File: config.mk
export PLATFORM = sky130hd
export DESIGN_NAME = csa_resolver_flat
export DESIGN_NICKNAME = d
export VERILOG_FILES = /design/src/rtl/csa_resolver_if.sv /design/src/rtl/csa_resolver.sv /design/src/flat_wrapper.sv
export SDC_FILE = /design/constraint.sdc
export NUM_CORES = 1
export LEC_CHECK = 0
export ABC_AREA = 1
export CAP_MARGIN = 15
export CELL_PAD_IN_SITES_DETAIL_PLACEMENT = 1
export CELL_PAD_IN_SITES_GLOBAL_PLACEMENT = 1
export CORE_ASPECT_RATIO = 0.8
export CORE_MARGIN = 4
export CORE_UTILIZATION = 35
export CTS_CLUSTER_SIZE = 10
export DETAILED_ROUTE_END_ITERATION = 10
export MAX_ROUTING_LAYER = met4
export PLACE_DENSITY_LB_ADDON = 0.2
export SLEW_MARGIN = 5
export SYNTH_ARGS = -nofsm -noshare
export SYNTH_HDL_FRONTEND = slang
export SYNTH_SLANG_ARGS = --single-unit
File: constraint.sdc
create_clock -name clk -period 2.2 [get_ports clk]
set_clock_uncertainty 0.1 [all_clocks]
set_input_delay 0.55 -clock clk [delete_from_list [all_inputs] [get_ports clk]]
set_output_delay 0.55 -clock clk [all_outputs]
set_load 0.1 [all_outputs]
File: src/rtl/csa_resolver_if.sv
// Valid/ready bundle between the CSA array, the resolver and its consumer.
interface csa_resolver_if #(
    parameter int WIDTH = 4
);
    logic             in_valid;
    logic             in_ready;
    logic [WIDTH-1:0] in_sum;
    logic [WIDTH-1:0] in_carry;
    logic             out_valid;
    logic             out_ready;
    logic [WIDTH+1:0] out_result;

    modport master (
        output in_valid,
        output in_sum,
        output in_carry,
        output out_ready,
        input  in_ready,
        input  out_valid,
        input  out_result
    );

    modport slave (
        input  in_valid,
        input  in_sum,
        input  in_carry,
        input  out_ready,
        output in_ready,
        output out_valid,
        output out_result
    );
endinterface

File: src/rtl/csa_resolver.sv
// Sequential carry-propagate of a carry-save pair, CHUNK bits per cycle.
// Optional CSA_RES_ZERO_SKIP_EN ends the run early once the remaining bits are zero.
module csa_resolver #(
    parameter int WIDTH = 4,
    parameter int CHUNK = 1
) (
    input  logic          clk,
    input  logic          rst,
    csa_resolver_if.slave bus
);
    localparam int W1 = WIDTH + 1;
    localparam int P  = (W1 + CHUNK - 1) / CHUNK;
    localparam int PW = P * CHUNK;
    localparam int IW = (P > 1) ? $clog2(P) : 1;

    typedef enum logic [1:0] {
        IDLE,
        RUN,
        DONE
    } state_t;

    state_t        state_q, state_d;
    logic [PW-1:0] op_a_q, op_a_d;
    logic [PW-1:0] op_b_q, op_b_d;
    logic [PW:0]   res_q, res_d;
    logic          carry_q, carry_d;
    logic [IW-1:0] idx_q, idx_d;

    int             base;
    logic [CHUNK-1:0] sl_a;
    logic [CHUNK-1:0] sl_b;
    logic [CHUNK:0]   sl_sum;
    logic             skip;

    always_comb begin
        state_d = state_q;
        op_a_d  = op_a_q;
        op_b_d  = op_b_q;
        res_d   = res_q;
        carry_d = carry_q;
        idx_d   = idx_q;
        base    = int'(idx_q) * CHUNK;
        sl_a    = op_a_q[base +: CHUNK];
        sl_b    = op_b_q[base +: CHUNK];
        sl_sum  = {1'b0, sl_a} + {1'b0, sl_b}
                + {{CHUNK{1'b0}}, carry_q};
`ifdef CSA_RES_ZERO_SKIP_EN
        skip    = ((op_a_q >> base) == '0)
               && ((op_b_q >> base) == '0)
               && !carry_q;
`else
        skip    = 1'b0;
`endif

        unique case (state_q)
            IDLE: begin
                if (bus.in_valid) begin
                    op_a_d          = '0;
                    op_b_d          = '0;
                    op_a_d[W1-1:0]  = {1'b0, bus.in_sum};
                    op_b_d[W1-1:0]  = {bus.in_carry, 1'b0};
                    res_d           = '0;
                    carry_d         = 1'b0;
                    idx_d           = '0;
                    state_d         = RUN;
                end
            end
            RUN: begin
                // result was cleared on accept, so skipping leaves zeros
                if (skip) begin
                    state_d = DONE;
                end else begin
                    res_d[base +: CHUNK] = sl_sum[CHUNK-1:0];
                    if (idx_q == IW'(P - 1)) begin
                        res_d[PW] = sl_sum[CHUNK];
                        state_d   = DONE;
                    end else begin
                        carry_d = sl_sum[CHUNK];
                        idx_d   = idx_q + IW'(1);
                    end
                end
            end
            DONE: begin
                if (bus.out_ready) begin
                    state_d = IDLE;
                end
            end
            default: state_d = IDLE;
        endcase
    end

    always_ff @(posedge clk) begin
        if (rst) begin
            state_q <= IDLE;
            op_a_q  <= '0;
            op_b_q  <= '0;
            res_q   <= '0;
            carry_q <= 1'b0;
            idx_q   <= '0;
        end else begin
            state_q <= state_d;
            op_a_q  <= op_a_d;
            op_b_q  <= op_b_d;
            res_q   <= res_d;
            carry_q <= carry_d;
            idx_q   <= idx_d;
        end
    end

    assign bus.in_ready   = (state_q == IDLE);
    assign bus.out_valid  = (state_q == DONE);
    assign bus.out_result = res_q[WIDTH+1:0];
endmodule
File: src/flat_wrapper.sv
// flat-port wrapper written by rule: the top's interface ports become plain ports
module csa_resolver_flat 
#(
    parameter int WIDTH = 4,
    parameter int CHUNK = 1
)
  (clk, rst, bus_in_valid, bus_in_sum, bus_in_carry, bus_out_ready, bus_in_ready, bus_out_valid, bus_out_result);
  csa_resolver_if #(.WIDTH(WIDTH)) bus_i ();
  input  logic clk;
  input  logic rst;
  input wire logic [$bits(bus_i.in_valid)-1:0] bus_in_valid;
  input wire logic [$bits(bus_i.in_sum)-1:0] bus_in_sum;
  input wire logic [$bits(bus_i.in_carry)-1:0] bus_in_carry;
  input wire logic [$bits(bus_i.out_ready)-1:0] bus_out_ready;
  output wire logic [$bits(bus_i.in_ready)-1:0] bus_in_ready;
  output wire logic [$bits(bus_i.out_valid)-1:0] bus_out_valid;
  output wire logic [$bits(bus_i.out_result)-1:0] bus_out_result;
  assign bus_i.in_valid = bus_in_valid;
  assign bus_i.in_sum = bus_in_sum;
  assign bus_i.in_carry = bus_in_carry;
  assign bus_i.out_ready = bus_out_ready;
  assign bus_in_ready = bus_i.in_ready;
  assign bus_out_valid = bus_i.out_valid;
  assign bus_out_result = bus_i.out_result;
  csa_resolver #(.WIDTH(WIDTH), .CHUNK(CHUNK)) u_core (.clk(clk), .rst(rst), .bus(bus_i));
endmodule
==> metrics <==
pin count of the biggest net entering global routing 16; post-synthesis cell count 157; vias 1069; Crit path top cell by count nor2_1; DRT antenna net count 0; Critical Path RT 2.29 ns; fin nets 199; Max FO, Critical Path 7; WP data arrival around 2.1 ns; Hold Startpoint u_core.bus.out_result[5]; Buf+Inv Stages, Crit Path 1; Min-Delay Path Class flip-flop to flip-flop; minimum clock period 2.046 ns; CTS Buf Count 3; core area 0.002829 mm2; clock latency on the worst-skew pair 0.25 ns; Horiz. Die Dim 69.52 um; Netlist cell types 21; CP max stage delay roughly 0.5 ns; clock root buffer clkbuf_8; Max VDD drop 0.3080 mV; Final Hold Fails 0; Tightest Pin Transition about 0.43 ns; routability cong. 0.9334; Die ar. 0.003978 mm2; initial antenna violation count 0; sw frac 0.3107; clock share of power 0.281; CTS H-tree depth 1; ant diodes 0; slew margin rel. 0.7114; Total Wirelength 2792 um; status complete, no violations; syn nets 174; Layout area overhead 29.04%; combinational power share 0.247; total global-route track usage 0.1559; PD cells 616.8 mW/mm2; RR Startpoint u_core.idx_q[1]; #FFs+latches synth 20; Sink Count 20; Internal 0.0005814 W; GR Overflow Total 0; RR Endpoint u_core.bus.out_result[5]; total net switching power around 0.00026 W; Core Rows 17; Initial Util 0.3746; post-route cell area roughly 0.0014 mm2; Clock Pin Slew Worst Setup and Hold Paths 0.07 ns; post-DP HPWL 2259 um; final worst-path cycle share 0.9300; synthesized area 0.001060 mm2; # IOs 20; share of cells above drive strength 1 0.1611; CP max stage cell fa_1; CP cell instances inv_1, o21ai_0, o22ai_1, nand2_1, fa_1, nor2_2, nand3_1, nor2_1, nor2_1, a21oi_1; Crit path max-delay family simple AND/OR/NAND/NOR gates; Crit. End Element flip-flop; Slew Viols, Final 0; vias in the first global route 1108; Die H ~57 um; routed len/inst 12.81 um; Reg2Reg Depth 10; register-to-register setup slack 0.15 ns; leakage 0.5661 nW; DRC 0; Seq pwr share 0.473; number of setup violations in the final report 0; critical path class flip-flop to flip-flop; mean post-synth cell area between 6 and 7 um2; WHS Endpoint u_core.bus.out_result[5]; final core occ 0.4834; drt pass-1 iters 4; Syn. warnings 0; max cap viols 0; DR iter-0 viols 24; register area share after synthesis 0.3778; first-pass GRT wire length ~4900 um; Placed Area approximately 0.0013 mm2; FMAX 488.8 MHz; clock buffer depth 2; vias per cell slightly below 5; Port Buffers 19; fill count 372; hold depth 2; Startpoint Class flip-flop; # hold bufs at CTS 0; CTS tree built
flip-flops by register name (all words and copies together), names as in the netlist:
| register | cells |
|---|---|
| u_core.bus.out_result | 6 |
| u_core.carry_q | 1 |
| u_core.idx_q | 3 |
| u_core.op_a_q | 4 |
| u_core.op_b_q | 4 |
| u_core.state_q | 2 |
layer usage:
layer  wire, um  vias to the layer above  share of wire  global-route usage
li1           -                      544              -                   -
met1       1221                      500           0.44              0.1677
met2       1441                       23           0.52              0.2962
met3        117                        2          0.042             0.03697
met4         12                        0         0.0043             0.02507
met5          0                        -              0                   -
final cells by class:
cell class | count | area, um2 | area share
Clock buffer | 3 | 41.29 | 0.03019
Inverter | 17 | 63.81 | 0.04666
Multi-Input combinational cell | 117 | 584.3 | 0.4273
Sequential cell | 20 | 405.4 | 0.2964
Tap cell | 38 | 47.55 | 0.03477
Timing Repair Buffer | 23 | 225.2 | 0.1647
tightest hold or removal path: cells and delay by family (launching register included):
kind / cells / cell delay, ns
flip-flops: 1 / 0.32
AND/OR/NAND/NOR: 1 / 0.07
AO/OA/AOI/OAI: 1 / 0.06
cell usage in the layout (no fill, tap or decap):
master           instances
nor2_1                  38
nand2_1                 28
dfxtp_1                 18
inv_1                   13
o21ai_0                 12
a21oi_1                 11
nand3_1                 11
clkdlybuf4s50_1         11
buf_4                   10
nor2_2                   4
inv_2                    4
ha_1                     4
clkbuf_8                 3
nand2_2                  2
buf_12                   2
a32oi_1                  1
o22ai_1                  1
nor2_4                   1
nor3_4                   1
xor2_1                   1
a22oi_1                  1
fa_1                     1
dfxtp_4                  1
dfxtp_2                  1
how the worst max path moves through the flow:
stage / from / to / slack [ns] / depth (start not counted)
after floorplan: u_core.state_q[0] / u_core.op_a_q[0] / 0.21 / 5
after global placement: u_core.idx_q[0] / u_core.bus.out_result[5] / 0.17 / 9
after detailed placement: u_core.idx_q[0] / u_core.bus.out_result[5] / -0.02 / 10
after CTS: u_core.idx_q[1] / u_core.bus.out_result[5] / 0.02 / 9
after global routing: u_core.idx_q[1] / u_core.bus.out_result[5] / -0.002 / 10
final: u_core.idx_q[1] / u_core.bus.out_result[5] / 0.15 / 10
synthesized netlist by cell type (all sizes together):
library cell / n / area share
inv: 17 / 0.060
o21ai: 12 / 0.057
a32oi: 1 / 0.0083
nand2: 30 / 0.11
nor3: 1 / 0.015
clkbuf: 1 / 0.0035
o22ai: 1 / 0.0059
nor2: 43 / 0.16
dfxtp: 20 / 0.38
nand3: 11 / 0.052
ha: 4 / 0.047
xor2: 1 / 0.0083
a22oi: 1 / 0.0071
fa: 1 / 0.019
buf: 2 / 0.012
a21oi: 11 / 0.052
cell families (layout without fill, tap and decap cells):
family / count (synthesis) / in the layout / share of synthesized area
and+or+nand+nor: 85 / 85 / 0.3424
buffers and inverters: 20 / 43 / 0.07555
DFF: 20 / 20 / 0.3778
xor gates and xnor gates: 1 / 1 / 0.008266
AOI/OAI and AO/OA: 26 / 26 / 0.1299
adders and majority gates: 5 / 5 / 0.06612
metrics by stage:
step	worst slack (ns)	TNS [ns]	hold slack, ns	instances	power, W
after floorplan	0.2092	0	0.3495	157	0.0005405
after global placement	0.1698	0	0.3551	215	0.0006043
after detailed placement	-0.02098	-0.02098	0.3837	215	0.0006121
after CTS	0.01527	0	0.3964	218	0.0008567
after global routing	-0.002140	-0.002140	0.4088	218	0.0008986
final	0.1541	0	0.3918	218	0.0008435
power by group through the flow:
stage | combinational [W] | sequential [W] | clock (W)
global route | 0.000232 | 0.000402 | 0.000264
finish | 0.000208 | 0.000399 | 0.000237
CTS | 0.000207 | 0.000399 | 0.000250
floorplan | 0.000128 | 0.000412 | 0
detailed placement | 0.000204 | 0.000408 | 0
global placement | 0.000198 | 0.000406 | 0
repair_timing:
action	in CTS	in global routing
endpoints found under the setup margin	1	5
buffers inserted	0	0
pin swaps	0	1
resized for setup	1	3
Power figures use the tool's default switching activity.
==> patch (same settings) <==
The option `CSA_RES_ZERO_SKIP_EN` is turned on by a define.
--- a/src/rtl/csa_resolver.sv
+++ b/src/rtl/csa_resolver.sv
@@ -1,5 +1,7 @@
 // Sequential carry-propagate of a carry-save pair, CHUNK bits per cycle.
 // Optional CSA_RES_ZERO_SKIP_EN ends the run early once the remaining bits are zero.
+`define CSA_RES_ZERO_SKIP_EN
+
 module csa_resolver #(
     parameter int WIDTH = 4,
     parameter int CHUNK = 1
Check against the original RTL: not equivalent (Yosys sat finds a counterexample within 4 cycles, from zero or initial values and one cycle with rst high).
==> patch against the original RTL <==
  * Cell count increased by 19%
  * Area after synthesis increased by 13%
  * Sequential cell count unchanged
  * Wire length grew 28%
  * Design area is 16% higher
  * Worst setup slack got worse by 63 ps
  * First-iteration DRC count increased to 2.5 times the old value
  * Fmax shrank 3.0%
  * Critical path type unchanged
  * Largest cell class unchanged
  * Highest routed layer unchanged
Power is not compared: it rests on default switching activity, and its combinational part moved more than twofold at a synthesized area within 25%.
==> patch: results (changes against the original RTL) <==
stage,metric,value,unit,change
clocking,H-tree depth,1,,unchanged
placed_design,routability cong.,0.861,,was 0.933
sta,Slew @ Worst Pin,350,ps,was 432 ps
worst_setup_path,r2r worst-path depth,11,,was 10
grt,first-pass GRT wire length,6190,microns,was 4910 microns
min_path,hold-critical path endpoint,u_core.op_a_q[0]$_SDFFE_PP0P_,,was u_core.bus.out_result[5]$_SDFFE_PP0P_
logic_synthesis,"top cells by count, synth","nand2_1 (42), nor2_1 (37), inv_1 (23)",,"was nor2_1 (40), nand2_1 (28), dfxtp_1 (20)"
clocking,clock tree buffer depth,2,,unchanged
placed_design,dpl hpwl,2640,microns,was 2260 microns
grt,GRT Resource Usage Total,18.5,%,was 15.6%
placed_design,dpl ws,21.9,ps,was -21.0 ps
logic_synthesis,sequential-to-total area share from yosys stat,33.5,%,was 37.8%
layout,Ant. Diodes,0,,unchanged
logic_synthesis,share of flip-flops with an asynchronous set or reset,0,%,unchanged
layout,Final nets,237,,was 199
layout,layout cells sized above 1,17.8,%,was 16.1%
grt,vias in the first global route,1384,,was 1108
logic_synthesis,Ys Warns,0,,unchanged
routing,DRT Pass-1 Iters,4,,unchanged
min_path,HP Start,u_core.op_a_q[0]$_SDFFE_PP0P_,,was u_core.bus.out_result[5]$_SDFFE_PP0P_
routing,DR iter-0 viols,60,,was 24
clocking,clock root buffer,clkbuf_8,,unchanged
grt,largest net degree at the start of global routing,18,,was 16
sta,worst hold margin,369,ps,was 392 ps
clocking,total CTS buffers,3,,unchanged
placed_design,port bufs,19,,unchanged
logic_synthesis,post-synth net total,206,,was 174
clocking,Worst-Skew Late Latency,260,ps,
routing,DR WL/cell,13.8,microns,was 12.8 microns
worst_setup_path,"Max FO, Critical Path",8,,was 7
pwr,Leakage,0.745,nW,
worst_setup_path,Worst R2R End,u_core.bus.out_result[5]$_SDFFE_PP0P_,,unchanged
placed_design,placed inst area,0.00146,sq mm,was 0.00132 sq mm
min_path,HP Class,flop to flop,,unchanged
worst_setup_path,"reg-to-reg slack, setup",90,ps,was 150 ps
status,status,finished clean,,unchanged
logic_synthesis,Post-synth top flop,dfxtp_1,,unchanged
grt,antenna violations before repair,0,,unchanged
routing,Via density,4.98,,was 4.90
min_path,hold depth,2,,unchanged
layout,number of flip-flops in the largest register,6,,unchanged
logic_synthesis,largest cells by area after synthesis,"dfxtp_1 (33%), nand2_1 (13%), nor2_1 (12%)",,"was dfxtp_1 (38%), nor2_1 (14%), nand2_1 (9.9%)"
logic_synthesis,Yosys cell types,23,,was 21
worst_setup_path,FF-to-FF Start,u_core.idx_q[0]$_SDFFE_PP0P_,,was u_core.idx_q[1]$_SDFFE_PP0P_
pwr,Peak VDD IR,0.465,mV,
clocking,Clock transition at path regs,70,ps,about the same
[patch: changes by cell type in the layout (fill, tap and decap cells not counted), sizes merged, moves of 2 or more]
cell and change:
o21ai +3, a21oi +3, buf +9, nor3 +3
inv +7, nor2 -5, nand2 +15, nand4 +2
[patch: critical path, stage by stage, from the launching register on]
cell      delay (ps)
dfxtp_4          380
buf_8            130
nor2_1            60
nand2_1           80
nand3_2          110
fa_1             560
nand4_1          130
o21ai_1          170
o211ai_1         100
nand3_1           90
nand2_1           50
nor2_1           100
[patch: routing by layer]
| metal | share of wire, % | GRT usage, % |
|---|---|---|
| met1 | 46 | 22.4 |
| met2 | 51 | 32.4 |
| met3 | 2.8 | 3.87 |
| met4 | 0.47 | 3.10 |
| met5 | 0 | - |
[patch: logic make-up after synthesis]
| group | share of synthesized area, % |
|---|---|
| compound gates | 14.0 |
| flops | 33.5 |
| xor+xnor | 0.732 |
| fa+ha+maj | 5.86 |
| buf+inv | 11.2 |
| simple gates | 34.7 |
[patch: cell type report]
class / count / area [sq um]
Fill cell: 440 / 1590
Multi-Input combinational cell: 139 / 681
Sequential cell: 20 / 407
Timing Repair Buffer: 32 / 300
Inverter: 24 / 92.6
Clock buffer: 4 / 55.1
Tap cell: 40 / 50.0
[patch: worst max-delay path by stage]
stage / start / to / slack, ps / cells past startpoint
CTS: u_core.idx_q[1]$_SDFFE_PP0P_ / u_core.bus.out_result[4]$_SDFFE_PP0P_ / 30 / 12
global route: u_core.idx_q[0]$_SDFFE_PP0P_ / u_core.bus.out_result[5]$_SDFFE_PP0P_ / -50 / 11
detailed placement: u_core.idx_q[0]$_SDFFE_PP0P_ / u_core.bus.out_result[5]$_SDFFE_PP0P_ / 20 / 11
global placement: u_core.idx_q[0]$_SDFFE_PP0P_ / u_core.bus.out_result[5]$_SDFFE_PP0P_ / 50 / 11
floorplan: u_core.state_q[1]$_SDFFE_PP0P_ / u_core.carry_q$_SDFFE_PP0P_ / 20 / 5
finish: u_core.idx_q[0]$_SDFFE_PP0P_ / u_core.bus.out_result[5]$_SDFFE_PP0P_ / 90 / 11
[patch: timing repair]
action	4_1_cts	5_1_grt
gates cloned	0	0
hold buffers	0	0
gates resized for setup	2	10
buffers inserted	0	5
hold endpoints to repair	0	0
endpoints found under the setup margin	1	3
pin swaps	0	6
[patch: per-stage QoR]
| step | std cells | TNS, ps |
|---|---|---|
| finish | 259 | 0 |
| detailed placement | 250 | 0 |
| floorplan | 189 | 0 |
| global route | 259 | -73.2 |
| CTS | 254 | 0 |
| global placement | 250 | 0 |
[patch: report_power, final]
part	switching [mW]	total, mW	internal [mW]
registers	0.0409	0.448	0.407
logic	0.429	0.662	0.233
clock network	0.125	0.284	0.159
total	0.594	1.39	0.800
